### src/rtl/tick_uart_tx.sv
// Tick-paced UART transmitter: start bit, LSB-first data, optional parity, 1-2 stop bits.
// Latency: first tx edge one cycle after the first tick following accept; one bit per tick period.
// Backpressure: in_ready only in IDLE; words are taken on in_valid & in_ready, ignored while busy.
module tick_uart_tx #(
    parameter int DATA_BITS  = 8,
    parameter int PARITY_EN  = 0,
    parameter int PARITY_ODD = 0,
    parameter int STOP_BITS  = 1
) (
    input  logic                 clk,
    input  logic                 rst,
    input  logic                 tick,
    input  logic                 in_valid,
    input  logic [DATA_BITS-1:0] in_data,
    output logic                 in_ready,
    output logic                 tx,
    output logic                 busy,
    output logic                 frame_done
);

    localparam int IDX_W = $clog2(DATA_BITS);
    localparam logic [IDX_W-1:0] LAST_IDX = IDX_W'(DATA_BITS - 1);
    localparam logic STOP_LAST = 1'(STOP_BITS - 1);
    localparam logic ODD_SEL   = (PARITY_ODD != 0);
    localparam logic PAR_ON    = (PARITY_EN != 0);

    typedef enum logic [2:0] {
        S_IDLE,
        S_SYNC,
        S_START,
        S_DATA,
        S_PARITY,
        S_STOP
    } state_t;

    state_t               state_q, state_d;
    logic                 tx_q, tx_d;
    logic                 frame_done_q, frame_done_d;
    logic [DATA_BITS-1:0] shift_q, shift_d;
    logic [IDX_W-1:0]     bit_idx_q, bit_idx_d;
    logic                 stop_cnt_q, stop_cnt_d;
    logic                 parity_q, parity_d;

    always_comb begin
        state_d      = state_q;
        tx_d         = tx_q;
        frame_done_d = 1'b0;
        shift_d      = shift_q;
        bit_idx_d    = bit_idx_q;
        stop_cnt_d   = stop_cnt_q;
        parity_d     = parity_q;
        case (state_q)
            S_IDLE: begin
                tx_d = 1'b1;
                // The accept cycle never consumes a tick; SYNC waits for the next one.
                if (in_valid) begin
                    shift_d  = in_data;
                    parity_d = (^in_data) ^ ODD_SEL;
                    state_d  = S_SYNC;
                end
            end
            S_SYNC: begin
                tx_d = 1'b1;
                if (tick) begin
                    state_d = S_START;
                    tx_d    = 1'b0;
                end
            end
            S_START: begin
                if (tick) begin
                    state_d   = S_DATA;
                    tx_d      = shift_q[0];
                    bit_idx_d = '0;
                end
            end
            S_DATA: begin
                if (tick) begin
                    if (bit_idx_q != LAST_IDX) begin
                        shift_d   = shift_q >> 1;
                        tx_d      = shift_q[1];
                        bit_idx_d = bit_idx_q + 1'b1;
                    end else if (PAR_ON) begin
                        state_d = S_PARITY;
                        tx_d    = parity_q;
                    end else begin
                        state_d    = S_STOP;
                        tx_d       = 1'b1;
                        stop_cnt_d = 1'b0;
                    end
                end
            end
            S_PARITY: begin
                if (tick) begin
                    state_d    = S_STOP;
                    tx_d       = 1'b1;
                    stop_cnt_d = 1'b0;
                end
            end
            S_STOP: begin
                if (tick) begin
                    if (stop_cnt_q != STOP_LAST) begin
                        stop_cnt_d = 1'b1;
                    end else begin
                        state_d      = S_IDLE;
                        frame_done_d = 1'b1;
                    end
                end
            end
            default: begin
                state_d = S_IDLE;
                tx_d    = 1'b1;
            end
        endcase
    end

    always_ff @(posedge clk) begin
        if (rst) begin
            state_q      <= S_IDLE;
            tx_q         <= 1'b1;
            frame_done_q <= 1'b0;
            shift_q      <= '0;
            bit_idx_q    <= '0;
            stop_cnt_q   <= 1'b0;
            parity_q     <= 1'b0;
        end else begin
            state_q      <= state_d;
            tx_q         <= tx_d;
            frame_done_q <= frame_done_d;
            shift_q      <= shift_d;
            bit_idx_q    <= bit_idx_d;
            stop_cnt_q   <= stop_cnt_d;
            parity_q     <= parity_d;
        end
    end

    assign in_ready   = (state_q == S_IDLE);
    assign busy       = !in_ready;
    assign tx         = tx_q;
    assign frame_done = frame_done_q;

endmodule

### config.mk
export PLATFORM = sky130hd
export DESIGN_NAME = tick_uart_tx
export DESIGN_NICKNAME = d
export VERILOG_FILES = /design/src/rtl/tick_uart_tx.sv
export SDC_FILE = /design/constraint.sdc
export NUM_CORES = 1
export LEC_CHECK = 0
export CAP_MARGIN = 20
export CORE_AREA = 2 2 55 44
export DETAILED_ROUTE_END_ITERATION = 8
export DIE_AREA = 0 0 57 46
export MAX_ROUTING_LAYER = met4
export PLACE_DENSITY_LB_ADDON = 0.12
export SLEW_MARGIN = 20
export SYNTH_ARGS = -nofsm -noshare
export SYNTH_HDL_FRONTEND = slang
export SYNTH_SLANG_ARGS = --single-unit
### constraint.sdc
create_clock -name clk -period 1.6 [get_ports clk]
set_input_delay 0.16 -clock clk [delete_from_list [all_inputs] [get_ports clk]]
set_output_delay 0.16 -clock clk [all_outputs]
set_load 0.02 [all_outputs]
* Word level (Yosys, flattened, before mapping) *
Cells that the tools add are included.

word-level totals
  register bits after elaboration = 17
  latch bits = 0
  bits in writable memories = 0
  ROM bits = 0
  input bits = 12
  word-level logic and storage cells = 65
  memories = 0

cells by class
  add/subtract/negate cells = 1
  $mul = 0
  div/mod/pow operators = 0
  $lt $le $gt $ge = 0
  eq/ne operators = 15
  shifts and indexed selects = 0
  muxes and demuxes = 30
  bitwise operators = 2
  reduce and logical (&&, ||, !) cells = 11

operators with widths
  operator               number
  $mux W3                11
  $mux W8                3
  $ne A2 B2 Y1 const B   9
  $pmux W3 S6            1
  $pmux W8 S2            1
  $reduce_and A4 Y1      3
  $mux W1                11
  $reduce_and A8 Y1      1
  $eq A3 B2 Y1 const B   2
  $eq A3 B3 Y1 const B   2
  $pmux W3 S2            1
  $pmux W1 S5            1
  $reduce_and A5 Y1      1
  $reduce_bool A2 Y1     2
  $add A3 B1 Y3 const B  1
  $eq A3 B1 Y1 const B   1
  $logic_not A3 Y1       1
  $ne A3 B3 Y1 const B   1
  $pmux W1 S3            1
  $reduce_bool A3 Y1     1
  $reduce_or A3 Y1       1
  $not A1 Y1             2
  $logic_not A1 Y1       1

* Logic depth before layout (Yosys ltp) *
  depth in word-level cells = 4
  depth in mapped cells = 5
  mapped depth without buffers = 5

* Least setup slack after synthesis *
Ideal clock, no wire load.

  path type = reg-to-output
  from = register state_q[0]
  to = output busy
  arrival time = 1491 ps
  data required time = 1440 ps
  slack = -51 ps
  cell stages (with the launch flop) = 5
  path buffers = 2
  cells stage by stage = dfxtp_1 > buf_2 > buf_1 > nor3_1 > inv_1

on the way
  cells in the longest elaborated chain, start to end = 2

RTL lines
  element                 line  source
  start, declared         36    state_t state_q, state_d;
  start signal, assigned  126   state_q <= state_d;
  $logic_not A3 Y1        136   assign in_ready = (state_q == S_IDLE);
  via in_ready            15    output logic in_ready,
  $logic_not A1 Y1        137   assign busy = !in_ready;
  end, declared           17    output logic busy,

The timed path passes the listed nets, and every way through them passes these cells.

* Worst setup path after layout *
  from = register bit_idx_q[0]
  to = register bit_idx_q[0]

on the way
  cells in the longest elaborated chain, start to end = 4
  elaborated cells between the ends (all ways) = 7

RTL lines
  element                 line  source
  start, declared         40    logic [IDX_W-1:0] bit_idx_q, bit_idx_d;
  start signal, assigned  130   bit_idx_q <= bit_idx_d;
  $add A3 B1 Y3           81    bit_idx_d = bit_idx_q + 1'b1;
  $mux W3                 78    if (bit_idx_q != LAST_IDX) begin
  $mux W3                 77    if (tick) begin
  $pmux W3 S2             52    case (state_q)

Parallel ways exist; a longest one is shown, timed or not. The select of a mux whose other input is x is not followed.
A chain may end at the register's enable or synchronous reset.

==> impl_metrics.env <==
export IMPL_ys_top_cells_by_area="dfxtp_1 (35%), a221oi_2 (11%), mux2i_1 (7.6%)"
export IMPL_crit_buf_inv=1
export IMPL_drtPass1Iterations=4
export IMPL_syn_nets=109
export IMPL_cts_buffers=3
export IMPL_die_area_um2=2620
export IMPL_p_total_mw=0.891
export IMPL_clock_latency_ps=280
export IMPL_critPathMaxFanout=5
export IMPL_dieWidth_um=57
export IMPL_critPathSlowestCell="or4_1"
export IMPL_grt_overflow_total=0
export IMPL_routed_wl_mm=2.00
export IMPL_leakage_nw=0.490
export IMPL_synth_adder_area_share_pct=2.72
export IMPL_reg2reg_depth=5
export IMPL_synth_top_family_by_area="compound AO/OA/AOI/OAI gates"
export IMPL_setup_viol=0
export IMPL_core_area_um2=2140
export IMPL_initial_core_util_pct=43.0
export IMPL_htreeDepth=1
export IMPL_final_max_slew_violation_count=0
export IMPL_track_usage_pct=17.7
export IMPL_first_iter_violations=19
export IMPL_grt_pass1_vias=722
export IMPL_cts_setup_buffers=0
export IMPL_drc_errors=0
export IMPL_skew_ps=0.659
export IMPL_cp_end_kind="register"
export IMPL_antenna_found_initial=0
export IMPL_period_needed_ps=1540
export IMPL_fin_crit_sh_pct=96.2
export IMPL_status="complete, no violations"
export IMPL_clockBufferDepth=2
export IMPL_grt_max_degree=12
export IMPL_portBuffers=15
export IMPL_max_freq_ghz=0.650
export IMPL_worst_pin_slew_ps=300
export IMPL_post_synth_top_count_cell="dfxtp_1"
export IMPL_gp_congestion=0.796
export IMPL_ir_drop_mv=0.597
export IMPL_synth_compound_area_share_pct=24.4
export IMPL_dp_hpwl_mm=1.43
export IMPL_antenna_left=0
export IMPL_synth_area_um2=920
export IMPL_cts_sinks=16
export IMPL_dp_slack_ps=-6.69
export IMPL_synth_common_cells="dfxtp_1 (16), nor2_1 (11), a221oi_2 (7), mux2i_1 (7), a21oi_1 (6)"
export IMPL_p_per_area_nw_per_um2=753
export IMPL_grt_pass1_wl_mm=3.35
export IMPL_finalHoldViolCount=0
export IMPL_path_cells="ha_2 > ha_2 > buf_4 > or4_1 > a21oi_1"
export IMPL_rsz0062_at_grt="false"
export IMPL_async_reset_ff_share_pct=0
export IMPL_worst_ep_arrival_time_ps=1760
export IMPL_cts_hold_fix_buffers=0
export IMPL_yosys_area_top_type="dfxtp_1"
export IMPL_antenna_cells=0
export IMPL_wire_per_inst_um=14.1
export IMPL_io_pin_count=16
export IMPL_ys_ff_latch=16
export IMPL_ys_flop_type="dfxtp_1"
export IMPL_synth_seq_area_share_pct=34.8
export IMPL_final_layout_size_suffix_gt1_share_pct=30.8
export IMPL_yosysWarningCount=0
export IMPL_die_h_um=46
export IMPL_slew_headroom_pct=79.9
export IMPL_synth_top_area_share_pct=34.8
export IMPL_synth_cell_types=37
export IMPL_hold_path_class="primary input to register"
export IMPL_vias=786
export IMPL_crit_family="simple AND/OR/NAND/NOR gates"
export IMPL_start_kind="register"
export IMPL_slowest_delay_ps=500
export IMPL_crit_cells=5
export IMPL_via_per_inst=5.54
export IMPL_fin_nets=133
export IMPL_synth_xor_area_share_pct=0.952
export IMPL_min_path_cells=3
export IMPL_crit_type="register to register"
export IMPL_cp_common_cell="ha_2"
export IMPL_cts_tree="yes"
export IMPL_cp_required_ps=1820
export IMPL_clkTransAtPathRegs_ps=90
export IMPL_fp_row_count=15
export IMPL_synthSimpleGateAreaFrac_pct=22.6
export IMPL_syn_inst=95
export IMPL_setup_ws_ps=60.6
export IMPL_syn_to_final_growth_pct=28.6
export IMPL_maxCapViolations=0
export IMPL_synth_edf_count=0
export IMPL_synth_area_per_cell_um2=9.68
export IMPL_synthMuxAreaShare_pct=7.62
export IMPL_root_buffer="clkbuf_4"
[what timing repair did]
item,in CTS,in global routing
pin swaps,0,2
setup endpoints to repair,8,8
resized for setup,7,3
[tightest hold or removal path: cells and delay by family]
family / cells / cell delay, ps
AO/OA/AOI/OAI: 1 / 70
AND/OR/NAND/NOR: 1 / 80
buffers and inverters: 1 / 400
[metal layers]
layer,GRT usage (%),routed length [um]
met5,-,0
met4,4.19,13
met3,6.25,140
met2,26.9,879
met1,22.6,969
[final timing paths]
| kind | from | end | slack, ps |
|---|---|---|---|
| max | bit_idx_q[0] | bit_idx_q[0] | 60 |
| min | in_data[7] | shift_q[7] | 450 |
| max reg2reg | bit_idx_q[0] | bit_idx_q[0] | 60 |
| min reg2reg | shift_q[7] | shift_q[7] | 480 |
[flip-flops by register name (all words and copies together) (netlist names)]
name,flops
shift_q,8
bit_idx_q,3
frame_done,1
state_q,3
tx,1
[metrics by stage]
step / std cells / setup TNS [ps] / cell area (um^2) / hold slack [ps] / util (%)
after floorplan: 95 / 0 / 925 / 318 / -
after global placement: 140 / 0 / 1150 / 466 / 54.0
after detailed placement: 140 / -6.69 / 1150 / 469 / 54.0
after CTS: 143 / 0 / 1190 / 451 / 55.5
after global routing: 142 / 0 / 1180 / 467 / 55.3
final: 142 / 0 / 1180 / 455 / 55.3
[final cells by class]
type	instances	area (um^2)
multi-input combinational	68	551
clock buffer	3	22.5
tap	25	31.3
timing repair buffer	28	245
inverter	2	7.51
fill	206	957
sequential	16	325
[cells in the final DEF, fill, tap and decap left out, drive strengths merged]
cell           netlist  routed
nand2                2       2
nor4b                1       1
a2bb2oi              2       2
inv                  2       2
or3b                 1       1
a21bo                1       1
nand3                1       1
nand4b               2       2
nand3b               1       1
xnor2                1       1
dfxtp               16      16
clkdlybuf4s50        0      13
o21a                 1       1
a221oi               7       7
or3                  2       2
mux2i                7       7
nor4                 1       1
buf                  8      13
or4                  1       1
nand2b               3       3
nand4                3       3
o21ai                4       4
nor3                 1       1
nor2b                1       1
nor3b                1       1
ha                   2       2
o211ai               1       1
a21oi                7       7
dlygate4sd2          0       2
and3b                2       2
o32a                 1       1
nor2                11      11
clkbuf               1       3
[power by group]
group / switching [mW] / total, mW / internal, mW
Sequential: 0.0230 / 0.450 / 0.427
Clock: 0.127 / 0.214 / 0.0874
Combinational: 0.110 / 0.226 / 0.116
Total: 0.260 / 0.891 / 0.631
[kinds of logic after synthesis]
family	count (synthesis)
AND/OR/NAND/NOR	34
buffers and inverters	11
XOR/XNOR	1
AO/OA/AOI/OAI	24
flip-flops	16
multiplexers	7
adder cells (fa/ha/maj)	2
No activity file was read; power rests on OpenSTA's default activity.
